File: src/rtl/alu_pkg.sv
// Shared definitions for the EXE-stage ALU: operation codes, default width
// and the status-flag bundle passed from the core to the output registers.
package alu_pkg;

  localparam int unsigned ALU_WIDTH = 16;

  localparam logic [1:0] ALU_AND = 2'b00;
  localparam logic [1:0] ALU_ADD = 2'b01;
  localparam logic [1:0] ALU_SUB = 2'b10;
  localparam logic [1:0] ALU_OR  = 2'b11;

  typedef struct packed {
    logic zero;
    logic negative;
    logic carry;
    logic overflow;
  } alu_flags_t;

  localparam alu_flags_t ALU_FLAGS_RESET = '{zero: 1'b1, negative: 1'b0,
                                            carry: 1'b0, overflow: 1'b0};

endpackage

File: src/rtl/alu_core.sv
// Combinational ALU datapath: computes the result for AND/ADD/SUB/OR and the
// status flags derived from that same result.
module alu_core
  import alu_pkg::*;
#(
  parameter int unsigned WIDTH = ALU_WIDTH
) (
  input  logic [WIDTH-1:0] a,
  input  logic [WIDTH-1:0] b,
  input  logic [1:0]       op,
  output logic [WIDTH-1:0] result,
  output alu_flags_t       flags
);

  logic [WIDTH:0] sum_ext;
  logic [WIDTH:0] diff_ext;
  logic           add_ovf;
  logic           sub_ovf;

  // Extended by one bit so the top bit is carry-out for ADD and borrow for SUB.
  always_comb begin
    sum_ext  = {1'b0, a} + {1'b0, b};
    diff_ext = {1'b0, a} - {1'b0, b};
    add_ovf  = (a[WIDTH-1] == b[WIDTH-1]) && (sum_ext[WIDTH-1] != a[WIDTH-1]);
    sub_ovf  = (a[WIDTH-1] != b[WIDTH-1]) && (diff_ext[WIDTH-1] != a[WIDTH-1]);
  end

  always_comb begin
    result         = '0;
    flags.carry    = 1'b0;
    flags.overflow = 1'b0;
    unique case (op)
      ALU_AND: result = a & b;
      ALU_ADD: begin
        result         = sum_ext[WIDTH-1:0];
        flags.carry    = sum_ext[WIDTH];
        flags.overflow = add_ovf;
      end
      ALU_SUB: begin
        result         = diff_ext[WIDTH-1:0];
        flags.carry    = diff_ext[WIDTH];
        flags.overflow = sub_ovf;
      end
      ALU_OR:  result = a | b;
      default: result = '0;
    endcase
    flags.zero     = (result == '0);
    flags.negative = result[WIDTH-1];
  end

endmodule

File: src/rtl/alu.sv
// EXE-stage ALU top: registers the core result and flags with one cycle of
// latency; synchronous reset clears the result and leaves Zero set.
module alu
  import alu_pkg::*;
#(
  parameter int unsigned WIDTH = ALU_WIDTH
) (
  input  logic             clk,
  input  logic             rst,
  input  logic [WIDTH-1:0] A,
  input  logic [WIDTH-1:0] B,
  input  logic [1:0]       ALUop,
  output logic [WIDTH-1:0] Output,
  output logic             Zero,
  output logic             Negative,
  output logic             Carry,
  output logic             Overflow
);

  logic [WIDTH-1:0] result_d;
  logic [WIDTH-1:0] result_q;
  alu_flags_t       flags_d;
  alu_flags_t       flags_q;

  alu_core #(
    .WIDTH (WIDTH)
  ) u_core (
    .a      (A),
    .b      (B),
    .op     (ALUop),
    .result (result_d),
    .flags  (flags_d)
  );

  always_ff @(posedge clk) begin
    if (rst) begin
      result_q <= '0;
      flags_q  <= ALU_FLAGS_RESET;
    end else begin
      result_q <= result_d;
      flags_q  <= flags_d;
    end
  end

  always_comb begin
    Output   = result_q;
    Zero     = flags_q.zero;
    Negative = flags_q.negative;
    Carry    = flags_q.carry;
    Overflow = flags_q.overflow;
  end

endmodule

File: config.mk
export PLATFORM = sky130hd
export DESIGN_NAME = alu
export DESIGN_NICKNAME = d
export VERILOG_FILES = /design/src/rtl/alu_pkg.sv /design/src/rtl/alu_core.sv /design/src/rtl/alu.sv
export SDC_FILE = /design/constraint.sdc
export NUM_CORES = 1
export LEC_CHECK = 0
export ABC_CLOCK_PERIOD_IN_PS = 4400
export CAP_MARGIN = 40
export CORE_MARGIN = 3
export CORE_UTILIZATION = 40
export CTS_BUF_LIST = sky130_fd_sc_hd__clkbuf_2
export CTS_CLUSTER_SIZE = 10
export DETAILED_ROUTE_END_ITERATION = 8
export PLACE_DENSITY = 0.61
export SLEW_MARGIN = 15
export SYNTH_ARGS = -nofsm -noshare
export SYNTH_HDL_FRONTEND = slang
export SYNTH_SLANG_ARGS = --single-unit
File: constraint.sdc
create_clock -name clk -period 4.4 [get_ports clk]
set_input_delay 0.88 -clock clk [delete_from_list [all_inputs] [get_ports clk]]
set_output_delay 0.88 -clock clk [all_outputs]
set_load 0.005 [all_outputs]
; ---- Word-level counts from Yosys, hierarchy flattened
; Index checks and enable logic that the tools add are counted.
[word_totals]
out_inout_bits = 20
reg_bits = 20
wordCells = 22
input_bits = 36
[op_classes]
reduce_logical = 4
n_mux = 2
eq_ne = 7
add_sub_neg = 2
bitwise = 2
[ops]
columns = operator, count
row1 = $pmux W16 S4, 1
row2 = $add A16 B16 Y17, 1
row3 = $sub A16 B16 Y17, 1
row4 = $and A16 B16 Y16, 1
row5 = $logic_not A16 Y1, 1
row6 = $or A16 B16 Y16, 1
row7 = $eq A2 B2 Y1 const B, 2
row8 = $pmux W2 S2, 1
row9 = $ne A1 B1 Y1, 3
row10 = $eq A2 B1 Y1 const B, 1
row11 = $logic_and A1 B1 Y1, 2
row12 = $logic_not A2 Y1, 1
row13 = $eq A1 B1 Y1, 1

; ---- Depth between registers and ports, before layout
[depth]
depth_word = 4
mapped_depth = 13
mapped_depth_nobuf = 13

; ---- By module
; Synthesis repeated with hierarchy kept, for this count alone.
[hier_totals]
cells_unflattened = 426
hier_area_um2 = 3228.1
[by_module_without_submodules]
columns = module, area_per_inst_um2, seq_area_each_um2, cells_per_inst, n_inst
row1 = alu_core, 2686.3, 0.0, 384, 1
row2 = alu, 541.8, 400.4, 42, 1

; ---- Worst setup path before layout
; Ideal clock, no wire load.
[synth_path]
kind = input to register
startpoint = in A[4]
endpoint = reg flags_q (netlist bit Zero)
required_ns = 4.340
setup_ns = 0.060
stages = 12
arrival_time_ns = 3.182
path_buffers = 1
path_slack_ns = 1.158
cell_sequence = inv_1 -> ha_1 -> buf_6 -> inv_1 -> a21oi_1 -> a311o_1 -> a211o_1 -> a311oi_2 -> nor2_1 -> o32a_1 -> nor3_2 -> a41o_1
[synth_via]
elab_chain_cells = 3
elab_cells_between_ends = 6
classes_between = 2 x add/sub / 1 x mux / 2 x bitwise / 1 x reduce/logical
[synth_rtl]
columns = item, line
row1 = from (decl), alu.sv:10  ; input logic [WIDTH-1:0] A,
row2 = "$sub A16 B16 Y17, or another cell as far along", alu_core.sv:23  ; diff_ext = {1'b0, a} - {1'b0, b};
row3 = $pmux W16 S4 (*), alu_core.sv:32  ; unique case (op)
row4 = $logic_not A16 Y1 (*), alu_core.sv:47  ; flags.zero = (result == '0);
row5 = to (signal assigned), alu.sv:41  ; flags_q <= flags_d;
row6 = to (decl), alu.sv:23  ; alu_flags_t flags_q;
; Mark *: on every way between the ends. The rest lies on a longest branch, timed or not.
; A chain may end at the register's enable or synchronous reset.

; ---- Worst setup path after layout
[layout_path]
startpoint = in A[1]
endpoint = reg flags_q (netlist bit Zero)
; Same word-level chain as after synthesis.

==> reports/qor.yml <==
io_buffers: 55
wirelength_um: 8440
dp_hpwl_um: 6790
post_drt_wl_per_cell_um: 15.6
cp_cell_sequence: "clkdlybuf4s50_1, inv_1, ha_1, a211oi_1, nor3_1, nor2_1, nand2_1, a2111oi_0, buf_4, nor3b_1, o32a_1, nor3_2, a41o_1"
finalHoldViolCount: 0
clockBufferDepth: 2
wl_met1_um: 4080
vias: 3032
gp_congestion: 0.933
rsz0062_at_grt: "false"
power.total_uw: 674
slowest_stage: "clkdlybuf4s50_1"
ys.flop_type: "dfxtp_1"
ys_warn_count: 0
syn_inst: 400
htree_levels: 1
crit_buf_inv: 3
final_nets: 539
postLayoutCellArea_mm2: 0.00366
hold_class: "in -> reg"
vias_per_cell: 5.59
die_x_um: 92.7
wl_met3_um: 631
core_mm2: 0.00702
worst_setup_path_start_kind: "primary input"
antenna_left: 0
clk_pin_slew_ns: 0.16
area_delta_synth_final_pct: 21.7
rows: 30
drv_slew: 0
yosysUniqueCellTypes: 64
drt-pass1-iter-count: 5
worstSetupEndpointType: "flip-flop"
grt_pass1_vias: 2810
critPathTopFamily: "compound AO/OA/AOI/OAI gates"
highest_layer: "met4"
drt_iter0_drc: 204
cts_made_buffers: 3
relSlewSlack: 0.580
cts_resized: 0
fin_crit_ns: 3.94
pin_count: 56
synth_enable_flop_cells: 0
grt_pass1_wl_um: 13800
p_per_area_mw_per_mm2: 184
max_freq_mhz: 254
setup_violations: 0
antenna_found_initial: 0
grt_overflow_total: 0
min_period_over_period: 0.896
placedInstanceArea_mm2: 0.00364
synth.avg_cell_area_um2: 7.51
final.setup.tns_ns: 0
ctsHoldBuffers: 0
drive_gt1_frac: 0.0561
netlist_area_mm2: 0.00300
die_h_um: 92.7
drc: 0
crit_fanout: 4
met2_length_um: 3690
critPathKind: "in -> reg"
crit_path_max_incr_delay_ns: 0.56
grt_start_max_net_pins: 19
status: "completed"
p_leak_uw: 0.00164
seq_area_frac_synth: 0.127
cts_setup_buffers: 0
asyncSetResetFlopFracSynth: 0
worst_pin_slew_ns: 0.622
num-fill-cells: 699
cts.sinks: 19
cts-root-buf: "clkbuf_2"
cp.required_ns: 4.61
antennaDiodeCount: 0
peakVddDrop_v: 0.0000696
cts_tree: "yes"
start_util: 0.428
synth_fp_nets: 492
track_usage: 0.193
synth_seq_cells: 19
cp.arrival_ns: 4.15
die-area_mm2: 0.00859
maxCapViolations: 0
-- where the power goes --
part           leakage (uW)  total (uW)  internal (uW)  switching (uW)
Clock             0.0000166        71.1           24.1            47.0
Combinational       0.00146         412            191             220
Sequential         0.000157         192            188            4.13
Total               0.00164         674            403             271
-- cells by family after synthesis --
kind of cell,after synthesis,share of synthesized area
buffers and inverters,77,0.104
muxes,9,0.0308
adders and majority gates,56,0.238
xor gates and xnor gates,14,0.0408
AOI/OAI and AO/OA,116,0.274
DFF,19,0.127
and+or+nand+nor,109,0.185
-- layout make-up --
class | instances | area, um2 | area share
multi-input cells | 304 | 2310 | 0.632
repair buffers | 64 | 618 | 0.169
flip-flops and latches | 19 | 380 | 0.104
inverters | 55 | 206 | 0.0564
well taps | 96 | 120 | 0.0328
clock buffers | 4 | 20.0 | 0.00547
-- path summary, 6_finish.rpt --
check	slack, ns	cells after the start	startpoint	end
hold / removal	1.41	4	A[15]	Overflow
setup / recovery	0.46	13	A[1]	Zero
-- per-stage QoR --
step / util / instances / setup WS (ns) / hold slack [ns]
floorplan: - / 400 / 1.16 / 1.12
global placement: 0.518 / 538 / 0.184 / 1.58
detailed placement: 0.518 / 538 / 0.206 / 1.59
CTS: 0.521 / 542 / 0.491 / 1.41
global route: 0.521 / 542 / 0.172 / 1.42
finish: 0.521 / 542 / 0.459 / 1.41
-- cells in the final DEF (no fill, tap or decap), types with 6 or more instances in the layout --
| cell | netlist | routed |
|---|---|---|
| ha_1 | 54 | 54 |
| a211oi_1 | 6 | 6 |
| nor2_1 | 39 | 39 |
| nand2_1 | 15 | 15 |
| nor3_1 | 10 | 10 |
| nor2b_1 | 11 | 11 |
| dfxtp_1 | 19 | 19 |
| nand2b_1 | 6 | 6 |
| mux2i_1 | 7 | 7 |
| clkdlybuf4s50_1 | 0 | 55 |
| buf_4 | 1 | 9 |
| a21oi_1 | 23 | 23 |
| o21ai_0 | 23 | 23 |
| xnor2_1 | 13 | 13 |
| o22ai_1 | 6 | 6 |
| inv_1 | 54 | 54 |
-- Yosys cell counts, types with 7 or more instances --
cell | number | area share
nor2_1 | 39 | 0.049
nor2b_1 | 11 | 0.023
nor3_1 | 10 | 0.017
dfxtp_1 | 19 | 0.13
mux2i_1 | 7 | 0.023
xnor2_1 | 13 | 0.038
nand2_1 | 15 | 0.019
a21oi_1 | 23 | 0.038
ha_1 | 54 | 0.22
inv_1 | 54 | 0.067
o21ai_0 | 23 | 0.038
clkbuf_1 | 14 | 0.017
-- worst min-delay path: cells and delay by family --
kind / cells / cell delay (ns)
buf+inv: 1 / 0.49
xor+xnor: 1 / 0.19
simple gates: 1 / 0.07
compound gates: 1 / 0.05
-- sequential cells by signal (all words and copies together) (netlist names) --
name      cells
Carry         1
Output       16
Zero          1
Overflow      1
-- per-layer routing --
layer / up-vias / GRT usage
li1: 1503 / -
met1: 1408 / 0.282
met2: 117 / 0.309
met3: 4 / 0.0227
met4: 0 / 0.0330
met5: - / 0
Power figures use the tool's default switching activity.
